**config.mk**
```make
export PLATFORM = sky130hd
export DESIGN_NAME = packet_check
export DESIGN_NICKNAME = d
export VERILOG_FILES = /design/src/rtl/packet_check.sv
export SDC_FILE = /design/constraint.sdc
export NUM_CORES = 2
export LEC_CHECK = 0
export CELL_PAD_IN_SITES_DETAIL_PLACEMENT = 1
export CELL_PAD_IN_SITES_GLOBAL_PLACEMENT = 1
export CORE_AREA = 3 3 511 513
export DETAILED_ROUTE_END_ITERATION = 10
export DIE_AREA = 0 0 514 516
export PLACE_DENSITY = 0.53
export SETUP_SLACK_MARGIN = 0.3
export SYNTH_ARGS = -nofsm -noshare
export SYNTH_HDL_FRONTEND = slang
export SYNTH_SLANG_ARGS = --single-unit
```
**constraint.sdc**
```tcl
create_clock -name clk -period 18.6 [get_ports clk]
set_clock_uncertainty 0.15 [all_clocks]
set_input_delay 3.72 -clock clk [delete_from_list [all_inputs] [get_ports clk]]
set_output_delay 3.72 -clock clk [all_outputs]
set_load 0.01 [all_outputs]
```
**src/rtl/packet_check.sv**
```systemverilog
// packet_check: compares looped-back AXIS beats with the expected stream and keeps error/framing counters.
module packet_check #(
    parameter int TIMEOUT_CYCLES = 100000
) (
    input  logic         clk,
    input  logic         resetn,
    input  logic [7:0]   CYCLES_PER_PACKET,
    input  logic [63:0]  PACKET_COUNT,
    input  logic [1:0]   control,
    output logic [3:0]   status,
    output logic [63:0]  packets_rcvd,
    output logic [31:0]  mismatch_beats,
    output logic [31:0]  bit_errors,
    output logic [31:0]  framing_errors,
    input  logic [511:0] AXIS_IN_TDATA,
    input  logic [63:0]  AXIS_IN_TKEEP,
    input  logic         AXIS_IN_TLAST,
    input  logic         AXIS_IN_TVALID,
    output logic         AXIS_IN_TREADY,
    input  logic [511:0] AXIS_EXP_TDATA,
    input  logic         AXIS_EXP_TVALID,
    output logic         AXIS_EXP_TREADY
);
    typedef enum logic {IDLE, CHECK} state_t;
    state_t state_q, state_d;
    logic [7:0] cpp_q, cyc_q;
    logic [63:0] pkt_target_q;
    logic [31:0] tmo_q;
    logic [511:0] s1_diff;
    logic s1_valid, s1_frm, fin_q, done_q, timeout_q, error_q;
    logic check, start_go, accept, frm, last_pkt, tmo_expire;
    logic [9:0] pop;
    logic [32:0] bit_sum;

    assign check = state_q == CHECK;
    assign start_go = !check && control[0];
    assign AXIS_IN_TREADY = check && AXIS_EXP_TVALID;
    assign AXIS_EXP_TREADY = check && AXIS_IN_TVALID;
    assign accept = check && AXIS_IN_TVALID && AXIS_EXP_TVALID;
    assign frm = (AXIS_IN_TLAST != (cyc_q == cpp_q)) || (AXIS_IN_TKEEP != '1);
    assign last_pkt = accept && AXIS_IN_TLAST && (packets_rcvd + 64'd1 == pkt_target_q);
    assign tmo_expire = check && !accept && tmo_q <= 32'd1;
    assign status = {error_q, timeout_q, done_q, control[0] || check || s1_valid};
    assign bit_sum = {1'b0, bit_errors} + {23'd0, pop};

    always_comb begin
        pop = '0;
        for (int i = 0; i < 512; i++)
            pop = pop + {9'd0, s1_diff[i]};
    end

    always_comb begin
        state_d = state_q;
        if (start_go)
            state_d = CHECK;
        else if (check && (control[1] || last_pkt || tmo_expire))
            state_d = IDLE;
    end

    always_ff @(posedge clk) begin
        if (!resetn)
            state_q <= IDLE;
        else
            state_q <= state_d;
    end

    always_ff @(posedge clk) begin
        if (!resetn) begin
            s1_valid <= 1'b0;
            s1_diff <= '0;
            s1_frm <= 1'b0;
            fin_q <= 1'b0;
            done_q <= 1'b0;
            timeout_q <= 1'b0;
            error_q <= 1'b0;
            cpp_q <= '0;
            cyc_q <= '0;
            pkt_target_q <= '0;
            tmo_q <= '0;
            packets_rcvd <= '0;
            mismatch_beats <= '0;
            bit_errors <= '0;
            framing_errors <= '0;
        end else begin
            s1_valid <= accept;
            s1_diff <= AXIS_IN_TDATA ^ AXIS_EXP_TDATA;
            s1_frm <= frm;
            fin_q <= last_pkt;
            done_q <= fin_q;
            if (start_go) begin
                timeout_q <= 1'b0;
                error_q <= 1'b0;
                cpp_q <= CYCLES_PER_PACKET;
                cyc_q <= 8'd1;
                pkt_target_q <= PACKET_COUNT;
                tmo_q <= 32'(TIMEOUT_CYCLES);
                packets_rcvd <= '0;
                mismatch_beats <= '0;
                bit_errors <= '0;
                framing_errors <= '0;
            end else begin
                if (accept) begin
                    cyc_q <= AXIS_IN_TLAST ? 8'd1 : cyc_q + 8'd1;
                    tmo_q <= 32'(TIMEOUT_CYCLES);
                    if (AXIS_IN_TLAST)
                        packets_rcvd <= packets_rcvd + 64'd1;
                end else if (check && tmo_q != 32'd0) begin
                    tmo_q <= tmo_q - 32'd1;
                end
                if (tmo_expire)
                    timeout_q <= 1'b1;
                if (s1_valid) begin
                    if (|s1_diff && mismatch_beats != '1)
                        mismatch_beats <= mismatch_beats + 32'd1;
                    bit_errors <= bit_sum[32] ? '1 : bit_sum[31:0];
                    if (s1_frm && framing_errors != '1)
                        framing_errors <= framing_errors + 32'd1;
                    if (|s1_diff || s1_frm)
                        error_q <= 1'b1;
                end
            end
        end
    end
endmodule

```
# Word level (Yosys, flattened, before mapping)
# Cells that the tools add are included.
# Widths: inputs -> output; s select.
[totals]
inputBits = 1167
ff_bits = 791
out_inout_bits = 166
elab_cells = 584
[classes]
reduce_logical = 31
addsub = 517
n_mux = 9
order_cmp = 1
eq_ne = 6
n_bitwise = 2
[ops]
columns = ["cell", "count"]
rows = [
  ["$add 10x1->10", 502],
  ["$reduce_or 512->1", 1],
  ["$xor 512x512->512", 1],
  ["$add 32x1->32 const B", 2],
  ["$add 64x1->64 const B", 1],
  ["$eq 64x64->1", 1],
  ["$ne 32x32->1 const B", 2],
  ["$ne 64x64->1 const B", 1],
  ["$mux 17", 3],
  ["$add 32x10->33", 1],
  ["$le 32x1->1 const B", 1],
  ["$mux 32", 1],
  ["$reduce_bool 32->1", 1],
  ["$sub 32x1->32 const B", 1],
  ["$logic_and 1x1->1", 12],
  ["$add 9x1->10", 1],
  ["$add 8x1->9", 1],
  ["$add 7x1->8", 1],
  ["$add 8x1->8 const B", 1],
  ["$eq 8x8->1", 1],
  ["$mux 8", 1],
  ["$reduce_and 2->1", 4],
  ["$add 6x1->7", 1],
  ["$add 5x1->6", 1],
  ["other kinds (13)", 23],
]

# Depth between registers and ports, before layout
[logic_depth]
word_depth = 513
depth_mapped = 36
depth_no_buf = 35

# Worst setup path after synthesis
# No wires, ideal clock.
[synth_timing]
path_kind = "register to register"
from = "register s1_diff[358]"
to = "register bit_errors[20]"
n_path_buf = 1
t_required_ns = 18.380
setup_time_ns = 0.070
period_less_slack_ns = 9.548
arrival_time_ns = 9.328
setup_slack_ns = 9.052
path_stages_with_launch = 33
cell_sequence = "dfxtp_1 -> inv_1 -> fa_1 -> inv_1 -> fa_1 -> fa_1 -> fa_1 -> inv_1 -> fa_1 -> inv_1 -> fa_1 -> fa_1 -> fa_1 -> inv_1 -> fa_1 -> fa_1 -> fa_1 -> inv_1 -> fa_1 -> inv_1 -> fa_1 -> inv_1 -> ha_1 -> a21o_1 -> a21oi_1 -> o21ai_0 -> a31oi_1 -> nor4b_1 -> o211a_1 -> clkbuf_1 -> nand4_1 -> xor2_1 -> a21oi_1"
[synth_between]
elab_chain_len = 156
[synth_lines]
columns = ["element", "line", "text"]
rows = [
  ["from (decl)", "29", "logic [511:0] s1_diff;"],
  ["from (signal assigned)", "86", "s1_diff <= AXIS_IN_TDATA ^ AXIS_EXP_TDATA;"],
  ["$add 10x1->10 (154 in series)", "49", "pop = pop + {9'd0, s1_diff[i]};"],
  ["$add 32x10->33", "44", "assign bit_sum = {1'b0, bit_errors} + {23'd0, pop};"],
  ["$mux 32", "115", "bit_errors <= bit_sum[32] ? '1 : bit_sum[31:0];"],
  ["to (signal assigned)", "115", ""],
  ["to (decl)", "13", "output logic [31:0] bit_errors,"],
]
# Every way passes these cells.
# A chain may end at the register's enable or synchronous reset.

# Final worst setup path
[layout_timing]
from = "register s1_diff[308]"
to = "register bit_errors[28]"
[layout_between]
elab_chain_len = 206
[layout_lines]
columns = ["element", "line"]
rows = [
  ["$add 10x1->10 (204 in series)", "49"],
  ["$add 32x10->33", "44"],
  ["$mux 32", "115"],
]
# Every way passes these cells.

==> results.cfg <==
[outcome]
outcome = completed

[global_route]
antenna_found_initial = 286
grt_overflow = 0
grt_pass1_wl_mm = 383
grt_pass1_vias = 43700
grtUsageTotal_pct = 21.3
grt_max_degree = 130

[synth]
synth_cell_type_count = 70
postSynthAreaPerCell_um2 = 9.37
synthCells = 4960
synthTopCellsByArea = dfxtp_1 (34%), fa_1 (22%), xnor2_1 (12%)
post-synth-top-area-fraction_pct = 34.1
yosys.area.top_type = dfxtp_1
synth.yosys.seq_area_share_pct = 34.1
yosys_most_used_dff = dfxtp_1
syn_area_um2 = 46500
yosysWarnings = 0
synth_nets = 6730
ys_async_sr_fraction_pct = 0
ys_ff_latch = 791
synth_edf_count = 0

[hold_path]
hp-start = fin_q
hold_path_depth = 1
hold_path.class = flip-flop to flip-flop
holdPathEnd = done_q

[flow_run]
maxCapViolCount = 0

[clock_tree]
postCtsSetupBuffers = 0
cts_buffer_depth = 3
path_clk_slew_ps = 60
cts_sinks = 791
cts_tree = built
hold_buffers = 0
root_buffer = clkbuf_16
numCtsBuffers = 107
clock_latency_ps = 800
cts_resized = 0
h-tree-depth = 3

[sta]
hold_viol = 0
fin_crit_ps = 11240
worstMarginPinSlew_ps = 1430
rsz0062_at_grt = false
setup_violations = 0
slew_viol_final = 0
timing.final.crit_share_pct = 60.4
max_freq_mhz = 89.0
tns_ps = 0
slew_headroom_pct = 3.55

[critical_path]
cp_slowest_stage_delay_ps = 800
rrSetupSlack_ps = 7360
critPathMostFrequentCell = fa_1
cp_num_buf_inv = 8
crit_slowest_cell = nor4b_1
arrival_ps = 11730
crit_type = flip-flop to flip-flop
crit_path_max_fanout = 13
worst_path_dominant_cell_family = adder cells
rr_startpoint = s1_diff[308]
worstReg2RegEnd = bit_errors[28]
endpoint_kind = flip-flop
reg2regPathDepth = 30
crit_required_ps = 19100
start_kind = flip-flop

[detailed_routing]
vias = 40600
wl_per_cell_um = 29.8
routed_wirelength_mm = 293
first_pass_iters = 4
route.detailed.drc = 0
vias_per_cell = 4.13
ant_nets = 0
drt_iter0_drc = 2154

[placement]
hpwl_mm = 259
gp_congestion = 0.909
port_buffers = 1332

[layout]
layout_commonest_cell = clkdlybuf4s50_1
final_nets = 8052
final_cell_mix = clkdlybuf4s50_1 (1332), inv_1 (796), dfxtp_1 (791)
drive_above_1_share_pct = 4.08
fillers = 29400
area_delta_synth_final_pct = 46.3

[floorplan]
die_w_um = 514
rows = 186
ioPinCount = 1333
initial_core_util_pct = 18.1
die_h_um = 516
core_um2 = 257000
die-area_um2 = 265000
-- how the worst max path moves through the flow --
stage | startpoint | cells after the start | slack (ps) | to
3_3_place_gp | s1_diff[34] | 28 | 7320 | bit_errors[28]
4_1_cts | s1_diff[34] | 28 | 7170 | bit_errors[28]
2_1_floorplan | s1_diff[358] | 32 | 9050 | bit_errors[20]
5_1_grt | s1_diff[34] | 28 | 6940 | bit_errors[28]
6_report | s1_diff[308] | 30 | 7360 | bit_errors[28]
3_5_place_dp | s1_diff[34] | 28 | 7240 | bit_errors[28]
-- cell type report --
class | count | area, um^2 | area share [%]
diodes | 59 | 148 | 0.217
clock buffers | 137 | 2980 | 4.39
clock inverters | 61 | 1020 | 1.50
inverters | 798 | 3000 | 4.42
multi-input cells | 3215 | 27100 | 39.9
flip-flops and latches | 791 | 15800 | 23.3
well taps | 3384 | 4230 | 6.23
repair buffers | 1369 | 13600 | 20.0
-- per-stage QoR --
step           setup slack (ps)  area, um^2  cells  utilization (%)  hold WS, ps
2_1_floorplan              9050       46500   4960                -          262
3_3_place_gp               7320       63800   9557             24.9          287
3_5_place_dp               7240       63800   9557             24.9          282
4_1_cts                    7170       67800   9755             26.4          298
5_1_grt                    6940       67900   9783             26.4          322
6_report                   7360       68000   9814             26.5          295
-- flip-flops by register name (all words and copies together), names as in the netlist --
name	flops
cpp_q	8
s1_valid	1
packets_rcvd	64
timeout_q	1
mismatch_beats	32
fin_q	1
s1_diff	512
check	1
error_q	1
tmo_q	32
bit_errors	32
done_q	1
s1_frm	1
pkt_target_q	64
framing_errors	32
cyc_q	8
-- cells in the mapped netlist (all sizes together) (8+ instances only) --
cell type,n
xnor2,644
xor2,96
or3,33
fa,499
inv,797
nand2b,8
o21ai,84
a21oi,153
a21o,11
nor2,689
nor4,175
and2,10
clkbuf,147
ha,104
nor3,37
nand4,121
nand3,69
nand2,281
buf,9
dfxtp,791
mux2i,10
o31ai,22
and4,28
or4,13
a31oi,24
and3,32
-- routing by layer --
layer / up-vias / wire length (um) / track usage (%)
met5: - / 726 / 0
met4: 116 / 7380 / 5.37
met3: 506 / 27000 / 8.21
met2: 1522 / 136000 / 34.8
met1: 20200 / 122000 / 26.4
li1: 18300 / - / -
-- kinds of logic (layout without fill, tap and decap cells) --
family                     count (synthesis)  count (layout)  synth area share, %
AOI/OAI and AO/OA                        342             342                 4.31
xor gates and xnor gates                 740             740                 14.0
adders and majority gates                603             603                 24.3
buffers and inverters                    954            2365                 7.76
DFF                                      791             791                 34.1
muxes                                     10              10                0.215
other                                      0              59                    0
and+or+nand+nor                         1520            1520                 15.4
Power is not shown: default switching activity piles up to over one toggle a cycle in this logic, so the estimate is an artifact.
